[src/rtl/aurora_tx_lane_ctrl.sv]
// Aurora TX lane controller: picks the character and K flag fed to the 8b10b encoder.
// Sequence: comma init, then user data or idles; optional clock compensation (AURORA_TX_CC_EN).
//
// Ports:
//   clk_i, rst_n_i : clock, async active-low reset
//   reinit_i       : synchronous restart of lane initialisation
//   s_data_i       : user byte
//   s_valid_i      : user byte valid
//   s_ready_o      : byte accepted this cycle (decoded from registers only)
//   data_o         : character to encoder
//   ctrl_o         : 1 = K character, 0 = D character
//   lane_up_o      : initialisation done, lane in service
//
// Build option: define AURORA_TX_CC_EN to include the CC timer, the CC state
// and the forced idle that precedes each CC sequence.

module aurora_tx_lane_ctrl #(
  parameter int INIT_CNT  = 64,
  parameter int CC_PERIOD = 5000,
  parameter int CC_LEN    = 4
) (
  input  logic       clk_i,
  input  logic       rst_n_i,
  input  logic       reinit_i,
  input  logic [7:0] s_data_i,
  input  logic       s_valid_i,
  output logic       s_ready_o,
  output logic [7:0] data_o,
  output logic       ctrl_o,
  output logic       lane_up_o
);

  localparam logic [7:0] K28_5 = 8'hBC;

  typedef enum logic [1:0] {
    INIT = 2'd0,
    RUN  = 2'd1,
    CC   = 2'd2
  } state_t;

  localparam int IW =
    (INIT_CNT > 1) ? $clog2(INIT_CNT) : 1;
  localparam logic [IW-1:0] INIT_LAST =
    IW'(INIT_CNT - 1);

  state_t        state;
  logic [IW-1:0] init_cnt;
  logic          take;

`ifdef AURORA_TX_CC_EN
  localparam logic [7:0] K23_7 = 8'hF7;

  localparam int TW =
    (CC_PERIOD > 1) ? $clog2(CC_PERIOD) : 1;
  localparam int LW =
    (CC_LEN > 1) ? $clog2(CC_LEN) : 1;
  localparam logic [TW-1:0] TIMER_LAST =
    TW'(CC_PERIOD - 1);
  localparam logic [LW-1:0] CC_LAST =
    LW'(CC_LEN - 1);

  logic [TW-1:0] cc_timer;
  logic [LW-1:0] cc_cnt;
  logic          cc_slot;

  // Last RUN cycle of the interval: no acceptance,
  // a forced idle goes out ahead of the CC burst.
  assign cc_slot =
    (state == RUN) && (cc_timer == TIMER_LAST);
  assign s_ready_o = (state == RUN) && !cc_slot;
`else
  assign s_ready_o = (state == RUN);
`endif

  assign take = s_valid_i && s_ready_o;

  always_ff @(posedge clk_i or negedge rst_n_i) begin
    if (!rst_n_i) begin
      state     <= INIT;
      init_cnt  <= '0;
      data_o    <= K28_5;
      ctrl_o    <= 1'b1;
      lane_up_o <= 1'b0;
`ifdef AURORA_TX_CC_EN
      cc_timer  <= '0;
      cc_cnt    <= '0;
`endif
    end else if (reinit_i) begin
      // A beat handshaken alongside reinit is
      // still sent; everything else restarts.
      state     <= INIT;
      init_cnt  <= '0;
      lane_up_o <= 1'b0;
`ifdef AURORA_TX_CC_EN
      cc_timer  <= '0;
      cc_cnt    <= '0;
`endif
      if (take) begin
        data_o <= s_data_i;
        ctrl_o <= 1'b0;
      end else begin
        data_o <= K28_5;
        ctrl_o <= 1'b1;
      end
    end else begin
      case (state)
        INIT: begin
          data_o <= K28_5;
          ctrl_o <= 1'b1;
          if (init_cnt == INIT_LAST) begin
            state     <= RUN;
            init_cnt  <= '0;
            lane_up_o <= 1'b1;
`ifdef AURORA_TX_CC_EN
            cc_timer  <= '0;
`endif
          end else begin
            init_cnt <= init_cnt + 1'b1;
          end
        end
        RUN: begin
`ifdef AURORA_TX_CC_EN
          if (cc_slot) begin
            data_o   <= K28_5;
            ctrl_o   <= 1'b1;
            state    <= CC;
            cc_timer <= '0;
            cc_cnt   <= '0;
          end else begin
            cc_timer <= cc_timer + 1'b1;
            if (take) begin
              data_o <= s_data_i;
              ctrl_o <= 1'b0;
            end else begin
              data_o <= K28_5;
              ctrl_o <= 1'b1;
            end
          end
`else
          if (take) begin
            data_o <= s_data_i;
            ctrl_o <= 1'b0;
          end else begin
            data_o <= K28_5;
            ctrl_o <= 1'b1;
          end
`endif
        end
`ifdef AURORA_TX_CC_EN
        CC: begin
          data_o <= K23_7;
          ctrl_o <= 1'b1;
          if (cc_cnt == CC_LAST) begin
            state  <= RUN;
            cc_cnt <= '0;
          end else begin
            cc_cnt <= cc_cnt + 1'b1;
          end
        end
`endif
        default: begin
          state    <= INIT;
          init_cnt <= '0;
          data_o   <= K28_5;
          ctrl_o   <= 1'b1;
        end
      endcase
    end
  end

endmodule

[config.mk]
export PLATFORM = sky130hd
export DESIGN_NAME = aurora_tx_lane_ctrl
export DESIGN_NICKNAME = d
export VERILOG_FILES = /design/src/rtl/aurora_tx_lane_ctrl.sv
export SDC_FILE = /design/constraint.sdc
export NUM_CORES = 1
export LEC_CHECK = 0
export ABC_AREA = 0
export CAP_MARGIN = 10
export CORE_MARGIN = 2
export CORE_UTILIZATION = 46
export DETAILED_ROUTE_END_ITERATION = 16
export PLACE_DENSITY_LB_ADDON = 0.08
export SLEW_MARGIN = 20
export SYNTH_ARGS = -nofsm -noshare
export SYNTH_HDL_FRONTEND = slang
export SYNTH_SLANG_ARGS = --single-unit
export TNS_END_PERCENT = 30
[constraint.sdc]
create_clock -name clk_i -period 1.9 [get_ports clk_i]
set_input_delay 0.285 -clock clk_i [delete_from_list [all_inputs] [get_ports clk_i]]
set_output_delay 0.285 -clock clk_i [all_outputs]
set_load 0.005 [all_outputs]
==> results of run 1 <==
==> routing by layer <==
layer	track usage, %	vias to the layer above
met2	25.2	13
met3	5.60	5
met5	0	-
met1	19.6	234
met4	11.3	0
li1	-	240
==> cell usage in the layout (no fill, tap or decap), drive strengths merged <==
master / instances
clkdlybuf4s50: 22
dfrtp: 11
nor2: 6
dfstp: 6
or2: 5
clkbuf: 4
nand2: 3
and3: 3
a21oi: 3
xor2: 2
o31ai: 2
mux2i: 2
buf: 2
nand3: 2
nand4b: 1
or4: 1
inv: 1
or3: 1
o21ba: 1
nand3b: 1
nor2b: 1
xnor2: 1
ha: 1
==> worst paths after layout <==
| path | from | endpoint | slack (ns) | depth (start not counted) |
|---|---|---|---|---|
| worst min register to register | lane_up_o | lane_up_o | 0.53 | 2 |
| min in group clk_i | lane_up_o | lane_up_o | 0.53 | 2 |
| worst max register to register | init_cnt[0] | lane_up_o | 0.55 | 4 |
| worst min-delay path | rst_n_i | init_cnt[2] | 0.30 | 2 |
| worst max-delay path | data_o[2] | data_o[2] | 0.31 | 1 |
| max in group asynchronous | rst_n_i | ctrl_o | 1.34 | 2 |
==> cell type report <==
| type | count | area (um^2) |
|---|---|---|
| Timing Repair Buffer | 24 | 235 |
| Tap cell | 15 | 18.8 |
| Inverter | 1 | 3.75 |
| Clock buffer | 4 | 26.3 |
| Sequential cell | 17 | 433 |
| Fill cell | 100 | 382 |
| Multi-Input combinational cell | 36 | 235 |
==> state kept, by name (all words and copies together) (netlist names) <==
signal / flops
data_o: 8
state: 1
lane_up_o: 1
init_cnt: 6
ctrl_o: 1
==> worst register-to-register path, cell delays in order, from the launching register on <==
cell     delay (ns)
dfrtp_1        0.44
ha_1           0.23
nand2_1        0.07
or3_2          0.40
a21oi_1        0.14
==> stage by stage <==
| stage | util [%] | power [mW] |
|---|---|---|
| after global placement | 69.4 | 0.429 |
| final | 71.4 | 0.611 |
| after CTS | 71.4 | 0.624 |
| after global routing | 71.4 | 0.652 |
| after detailed placement | 69.4 | 0.430 |
| after floorplan | - | 0.395 |
==> cells by family (layout without fill, tap and decap cells) <==
logic type,count (synthesis),after routing,share of synthesized area (%)
AO/OA/AOI/OAI,6,6,5.88
multiplexers,2,2,2.94
buffers and inverters,3,29,1.84
adder cells (fa/ha/maj),1,1,1.84
XOR/XNOR,3,3,3.86
flip-flops,17,17,63.6
AND/OR/NAND/NOR,24,24,20.0
==> report_power, final <==
| group | total, mW | internal, mW | switching (mW) |
|---|---|---|---|
| clock | 0.188 | 0.0816 | 0.107 |
| combinational | 0.0478 | 0.0292 | 0.0186 |
| sequential | 0.375 | 0.368 | 0.00718 |
==> impl_metrics.csv, run 1 <==
group,metric,value,unit
critical_path,setup.worst_path.class,"register to primary output",
sta,fmax,628,MHz
placement,hpwl,925,um
pwr,leakagePower,0.408,nW
clock_network,htreeDepth,1,
sta,worst_pin_slew,0.319,ns
floorplanning,ios,23,
logic_synthesis,synth_top_area_share,40.4,%
sta,setup_viol,0,
logic_synthesis,synthesis.area_per_instance,12.2,um^2
grt,gr-total-overflow,0,
placement,io_buffers,22,
critical_path,worstPathCellList,"clkdlybuf4s50_1",
logic_synthesis,yosys.cell_count.top_type,"dfrtp_1",
logic_synthesis,synthDistinctLibCells,23,
sta,final_max_slew_viol_count,0,
floorplanning,core,0.00133,mm^2
floorplanning,die_height,42.5,um
logic_synthesis,synth_edf_count,0,
logic_synthesis,ys_top_cells_by_count,"dfrtp_1, dfstp_2, nor2_1",
clock_network,cts_inserted_buffers,3,
grt,antenna_found_initial,0,
floorplanning,die_area,0.00180,mm^2
critical_path,crit_family,"flip-flops",
sta,skew,0.00620,ns
finish,drive_above_1_share,23.2,%
clock_network,ctsHoldBuffers,0,
job,drv_cap,0,
route,drt-met1-wl,583,um
logic_synthesis,yosys_warnings,0,
finish,fin_nets,96,
clock_network,clock_tree.buffer_depth,2,
critical_path,cp_num_buf_inv,1,
logic_synthesis,synth_ff_type,"dfrtp_1",
logic_synthesis,async_flop_share,100,%
sta,relSlewSlack,78.7,%
route,drtPass1Iterations,4,
sta,min_period,1.59,ns
grt,track_usage,16.6,%
sta,fin_crit_sh,83.8,%
finish,diodes,0,
finish,finalInstanceArea,952,um^2
pwr,peakVddDrop,0.432,mV
floorplanning,die_x,42.5,um
clock_network,cts_tree,"built",
sta,hold_viol_final,0,
critical_path,critPathRequiredTime,1.62,ns
critical_path,startpoint_type,"register",
outcome,status,"finished clean",
critical_path,crit_path_top_delay_cell,"dfstp_2",
clock_network,clk_latency,0.29,ns
floorplanning,rows,13,
critical_path,crit_arrival,1.31,ns
route,ant_nets,0,
route,dr_wl_met2,565,um
finish,final-instance-count-excl-fill,97,
critical_path,cp_max_fo,1,
clock_network,cts_setup_buffers,0,
grt,grt_pass1_wl,2120,um
grt,grt_pass1_vias,471,
placement,dpl-instance-area,926,um^2
route,drtIter0Drc,3,
route,via_per_inst,5.07,
sta,fin_tns_setup,0,ns
sta,holdWs,0.301,ns
clock_network,root_buffer,"clkbuf_4",
route,highest_layer,"met4",
critical_path,slowest_delay,0.53,ns
logic_synthesis,synth_area_leaders,"dfrtp_1, dfstp_2, or2_2",
clock_network,clk_pin_slew,0.09,ns
pwr,p_per_area,641,mW/mm^2
route,route.detailed.drc,0,
placement,placedCellCount,93,
sta,rsz0062_at_grt,"no",
grt,grt_max_degree,18,
clock_network,cts.repair.resized,0,
logic_synthesis,synth_fp_nets,69,
placement,finalWeightedCongestion,0.819,
route,vias,492,
floorplanning,initial_core_util,51.0,%
finish,syn_to_final_growth,39.9,%
route,wl_met3,52,um
logic_synthesis,synth_area,681,um^2
sta,fin_ws,0.308,ns
logic_synthesis,seq_area_frac_synth,63.6,%
logic_synthesis,synth-seq-cells,17,
critical_path,end_kind,"primary output",
clock_network,cts_sinks,17,
logic_synthesis,synth_top_area_cell,"dfrtp_1",
route,wl,1230,um
min_path,hp-class,"input pin to asynchronous set/reset pin",
route,wl_per_cell,12.7,um
placement,dp_slack,0.571,ns
logic_synthesis,syn_inst,56,
Note: power is estimated with default switching activity, not from simulation.
==> run 2, diff against run 1 <==
--- a/config.mk
+++ b/config.mk
@@ -8,7 +8,7 @@
 export ABC_AREA = 0
 export CAP_MARGIN = 10
 export CORE_MARGIN = 2
-export CORE_UTILIZATION = 46
+export CORE_UTILIZATION = 38
 export DETAILED_ROUTE_END_ITERATION = 16
 export PLACE_DENSITY_LB_ADDON = 0.08
 export SLEW_MARGIN = 20
==> constraint.sdc (replaced) <==
create_clock -name clk_i -period 1.4 [get_ports clk_i]
set_input_delay 0.21 -clock clk_i [delete_from_list [all_inputs] [get_ports clk_i]]
set_output_delay 0.21 -clock clk_i [all_outputs]
set_load 0.005 [all_outputs]
==> run 2 against run 1 <==
Combinational power is 59% higher. Global-route usage is 2.4 points lower. Power is 39% higher. Via count is 0.41% higher. First-iteration DRC count stayed put. Die area is 19% higher. Largest cell class unchanged. Sequential cell count stayed put. Sequential share of layout area is 1.3 points lower. Highest routed layer unchanged. Design area is 3.0% higher. Non-clock buffer count is 3 higher.
==> impl_metrics.csv, run 2 (synthesized netlist as in run 1, its figures left out) <==
group,metric,value,unit
outcome,status,"finished clean",
critical_path,crit_arrival,1.14,ns
placement,finalWeightedCongestion,0.698,
finish,fin_nets,99,
clock_network,clk_pin_slew,0.10,ns
grt,antenna_found_initial,0,
grt,gr-total-overflow,0,
finish,layout_common_cells,"clkdlybuf4s50_1, dfrtp_1, dlygate4sd2_1",
placement,hpwl,894,um
clock_network,clock_tree.buffer_depth,2,
route,drtPass1Iterations,4,
route,drtIter0Drc,3,
floorplanning,initial_core_util,39.9,%
critical_path,end_kind,"primary output",
sta,worst_pin_slew,0.310,ns
sta,fin_crit_sh,96.3,%
clock_network,cts_inserted_buffers,3,
finish,largest_register_ffs,8,
critical_path,crit_path_top_delay_cell,"clkdlybuf4s50_1",
route,wl_per_cell,11.0,um
placement,dpl-instance-area,953,um^2
grt,grt_pass1_wl,2130,um
finish,drive_above_1_share,27.1,%
floorplanning,ios,23,
clock_network,cts_sinks,17,
finish,final-instance-count-excl-fill,110,
sta,relSlewSlack,79.3,%
route,ant_nets,0,
clock_network,htreeDepth,1,
floorplanning,die_x,46.3,um
grt,track_usage,14.2,%
sta,hold_viol_final,0,
critical_path,cp_num_buf_inv,1,
route,wl,1210,um
clock_network,clk_latency,0.29,ns
finish,finalInstanceArea,981,um^2
finish,diodes,0,
pwr,peakVddDrop,0.677,mV
clock_network,cts_tree,"built",
route,route.detailed.drc,0,
finish,final_common_cell,"clkdlybuf4s50_1",
route,vias,494,
critical_path,cp_max_fo,2,
sta,skew,0.00306,ns
finish,largest-register,"data_o",
finish,syn_to_final_growth,44.1,%
grt,grt_max_degree,18,
sta,fmax,742,MHz
floorplanning,die_area,0.00215,mm^2
floorplanning,die_height,46.3,um
sta,min_period,1.35,ns
placement,placedCellCount,105,
critical_path,worstReg2RegStart,"init_cnt[1]",
sta,fin_tns_setup,0,ns
pwr,p_per_area,863,mW/mm^2
critical_path,critPathRequiredTime,1.19,ns
pwr,leakagePower,0.413,nW
min_path,hp-class,"input pin to asynchronous set/reset pin",
finish,post-route-util,57.4,%
finish,top_regs,"data_o: 8 flops, init_cnt: 6 flops",
critical_path,slowest_delay,0.49,ns
critical_path,crit_family,"buffers and inverters",
sta,setup_viol,0,
clock_network,ctsHoldBuffers,0,
job,drv_cap,0,
clock_network,root_buffer,"clkbuf_4",
grt,grt_pass1_vias,484,
critical_path,startpoint,"lane_up_o",
critical_path,setup.worst_path.class,"register to primary output",
placement,io_buffers,22,
floorplanning,core,0.00171,mm^2
sta,final_max_slew_viol_count,0,
floorplanning,rows,15,
critical_path,startpoint_type,"register",
critical_path,worstPathCellList,"clkdlybuf4s50_1",
route,via_per_inst,4.49,
==> run 2: cell types whose count changed in the layout (fill, tap and decap cells not counted), sizes merged <==
cell,before,now
clkdlybuf4s50,22,15
dlygate4sd2,0,7
buf,2,5
==> run 2: path summary, 6_finish.rpt <==
path                        endpoint  slack [ns]  cells past startpoint
hold reg to reg            lane_up_o        0.52                      2
max in group asynchronous  data_o[2]        0.92                      2
hold / removal             lane_up_o        0.23                      2
setup / recovery           lane_up_o        0.05                      1
setup reg to reg           lane_up_o        0.08                      4
min in group clk_i         data_o[1]        0.48                      2
==> run 2: through the flow <==
stage / setup WS, ns / total power [mW] / hold WS (ns)
after detailed placement: 0.0740 / 0.586 / 0.509
final: 0.0517 / 0.846 / 0.231
after global routing: -0.00837 / 0.883 / 0.250
after global placement: 0.118 / 0.584 / 0.507
after CTS: 0.0409 / 0.846 / 0.239
after floorplan: 0.144 / 0.536 / -0.0856
==> run 2: final cells by class <==
type,instances,area (um^2)
Tap cell,25,31.3
Inverter,1,3.75
Clock buffer,4,26.3
Fill cell,152,727
Sequential cell,17,433
Multi-Input combinational cell,36,238
Timing Repair Buffer,27,249
==> run 2: repair_timing <==
item	in CTS	in global routing
buffers inserted	0	1
resized for setup	7	1
setup endpoints to repair	7	1
pin swaps	0	0
==> run 2: layer usage <==
metal | up-vias | share of wire [%] | GRT usage [%]
li1 | 246 | - | -
met1 | 229 | 46 | 18.7
met2 | 16 | 47 | 21.1
met3 | 3 | 5.4 | 4.31
met4 | 0 | 1.4 | 6.86
met5 | - | 0 | 0
==> run 2: power breakdown <==
part | switching [mW] | total (mW) | internal [mW]
clock network | 0.153 | 0.264 | 0.111
registers | 0.00763 | 0.506 | 0.499
logic | 0.0296 | 0.0758 | 0.0463
==> run 2: worst reg2reg max path, delay by kind of cell (launching register included) <==
| kind | cells | cell delay (ns) |
|---|---|---|
| and+or+nand+nor | 2 | 0.47 |
| adders and majority gates | 1 | 0.23 |
| AOI/OAI and AO/OA | 1 | 0.14 |
| DFF | 1 | 0.41 |
==> run 3, diff against run 2 <==
--- a/config.mk
+++ b/config.mk
@@ -7,6 +7,7 @@
 export LEC_CHECK = 0
 export ABC_AREA = 0
 export CAP_MARGIN = 10
+export CORE_ASPECT_RATIO = 0.8
 export CORE_MARGIN = 2
 export CORE_UTILIZATION = 38
 export DETAILED_ROUTE_END_ITERATION = 16
==> run 3 against run 2 <==
Worst setup slack worse by 0.0010 ns. Via count up 4.5%. Utilization up 2.4 points. Design area up 1.1%. Sequential cell count unchanged. Hold slack worse by 0.010 ns. Critical path depth unchanged. Cell count down 1.8%. Power down 0.21%. Sequential power about the same. Count of clock-buffer cells in the layout down 1.
==> impl_metrics.csv, run 3 (synthesized netlist as in run 1, its figures left out) <==
group,metric,value,unit
outcome,status,"finished clean",
finish,post-route-util,59.8,%
pwr,p_per_area,851,mW/mm^2
sta,relSlewSlack,82.6,%
critical_path,end_kind,"primary output",
route,via_per_inst,4.78,
finish,fin_nets,100,
grt,gr-total-overflow,0,
route,drtPass1Iterations,2,
critical_path,cp_max_fo,1,
sta,min_period,1.35,ns
clock_network,clk_pin_slew,0.10,ns
sta,fin_crit_sh,96.4,%
placement,io_buffers,22,
clock_network,cts_inserted_buffers,3,
grt,grt_pass1_wl,2080,um
sta,holdWs,0.220,ns
critical_path,crit_path_top_delay_cell,"clkdlybuf4s50_1",
critical_path,slowest_delay,0.51,ns
pwr,finalPower,0.845,mW
placement,dpl-instance-area,950,um^2
grt,track_usage,13.4,%
pwr,peakVddDrop,0.646,mV
critical_path,setup.worst_path.class,"register to primary output",
clock_network,clk_latency,0.29,ns
floorplanning,initial_core_util,41.0,%
finish,layout_common_cells,"clkdlybuf4s50_1, dfrtp_1",
sta,hold_viol_final,0,
finish,top_regs,"data_o: 8 flops, init_cnt: 6 flops",
floorplanning,core,0.00166,mm^2
critical_path,worstPathCellList,"clkdlybuf4s50_1",
critical_path,crit_arrival,1.14,ns
sta,final_max_slew_viol_count,0,
sta,setup_viol,0,
placement,hpwl,906,um
critical_path,cp_num_buf_inv,1,
route,vias,516,
pwr,leakagePower,0.435,nW
route,route.detailed.drc,0,
grt,antenna_found_initial,0,
finish,final_common_cell,"clkdlybuf4s50_1",
finish,finalInstanceArea,992,um^2
placement,placedCellCount,102,
grt,grt_pass1_vias,476,
finish,largest-register,"data_o",
critical_path,crit_family,"buffers and inverters",
sta,fin_tns_setup,0,ns
finish,syn_to_final_growth,45.8,%
clock_network,cts_sinks,17,
finish,drive_above_1_share,30.2,%
clock_network,htreeDepth,1,
clock_network,cts_tree,"built",
critical_path,critPathRequiredTime,1.19,ns
route,ant_nets,0,
floorplanning,rows,13,
min_path,hp-class,"input pin to asynchronous set/reset pin",
clock_network,clock_tree.buffer_depth,2,
finish,final-instance-count-excl-fill,108,
floorplanning,ios,23,
floorplanning,die_area,0.00215,mm^2
route,drtIter0Drc,7,
placement,finalWeightedCongestion,0.704,
route,wl,1300,um
sta,fin_ws,0.0506,ns
finish,largest_register_ffs,8,
clock_network,root_buffer,"clkbuf_4",
floorplanning,die_height,41.9,um
critical_path,startpoint_type,"register",
route,wl_per_cell,12.0,um
sta,fmax,741,MHz
placement,dp_slack,0.0883,ns
sta,skew,0.00814,ns
floorplanning,die_x,51.3,um
sta,worst_pin_slew,0.258,ns
job,drv_cap,0,
grt,grt_max_degree,18,
finish,diodes,0,
## run 3: per-layer routing
metal / up-vias / share of wire, % / GRT usage, %
li1: 247 / - / -
met1: 252 / 40 / 15.2
met2: 15 / 51 / 22.1
met3: 2 / 8.1 / 7.55
met4: 0 / 0.62 / 3.16
met5: - / 0 / 0
## run 3: final cells by class
class | instances | area [um^2]
Tap cell | 22 | 27.5
Multi-Input combinational cell | 36 | 239
Clock buffer | 3 | 22.5
Fill cell | 143 | 667
Clock inverter | 1 | 5.00
Sequential cell | 17 | 434
Inverter | 1 | 3.75
Timing Repair Buffer | 28 | 260
## run 3: where the power goes
part	total [mW]	switching (mW)	internal (mW)	leakage, nW
clock	0.261	0.155	0.106	0.0177
sequential	0.505	0.00657	0.499	0.213
combinational	0.0783	0.0311	0.0472	0.205
## run 3: worst paths after layout
check,slack (ns),endpoint,from,cells past startpoint
worst max-delay path,0.05,data_o[6],data_o[6],1
worst min-delay path,0.22,data_o[1],rst_n_i,2
worst max register to register,0.06,init_cnt[5],init_cnt[3],3
worst min register to register,0.51,lane_up_o,lane_up_o,2
max in group asynchronous,0.92,data_o[2],rst_n_i,2
min in group clk_i,0.47,data_o[1],s_data_i[1],2
## run 3: what timing repair did
item | 4_1_cts | 5_1_grt
buffers inserted | 1 | 1
setup endpoints to repair | 7 | 3
hold buffers | 0 | 0
gates resized for setup | 7 | 2
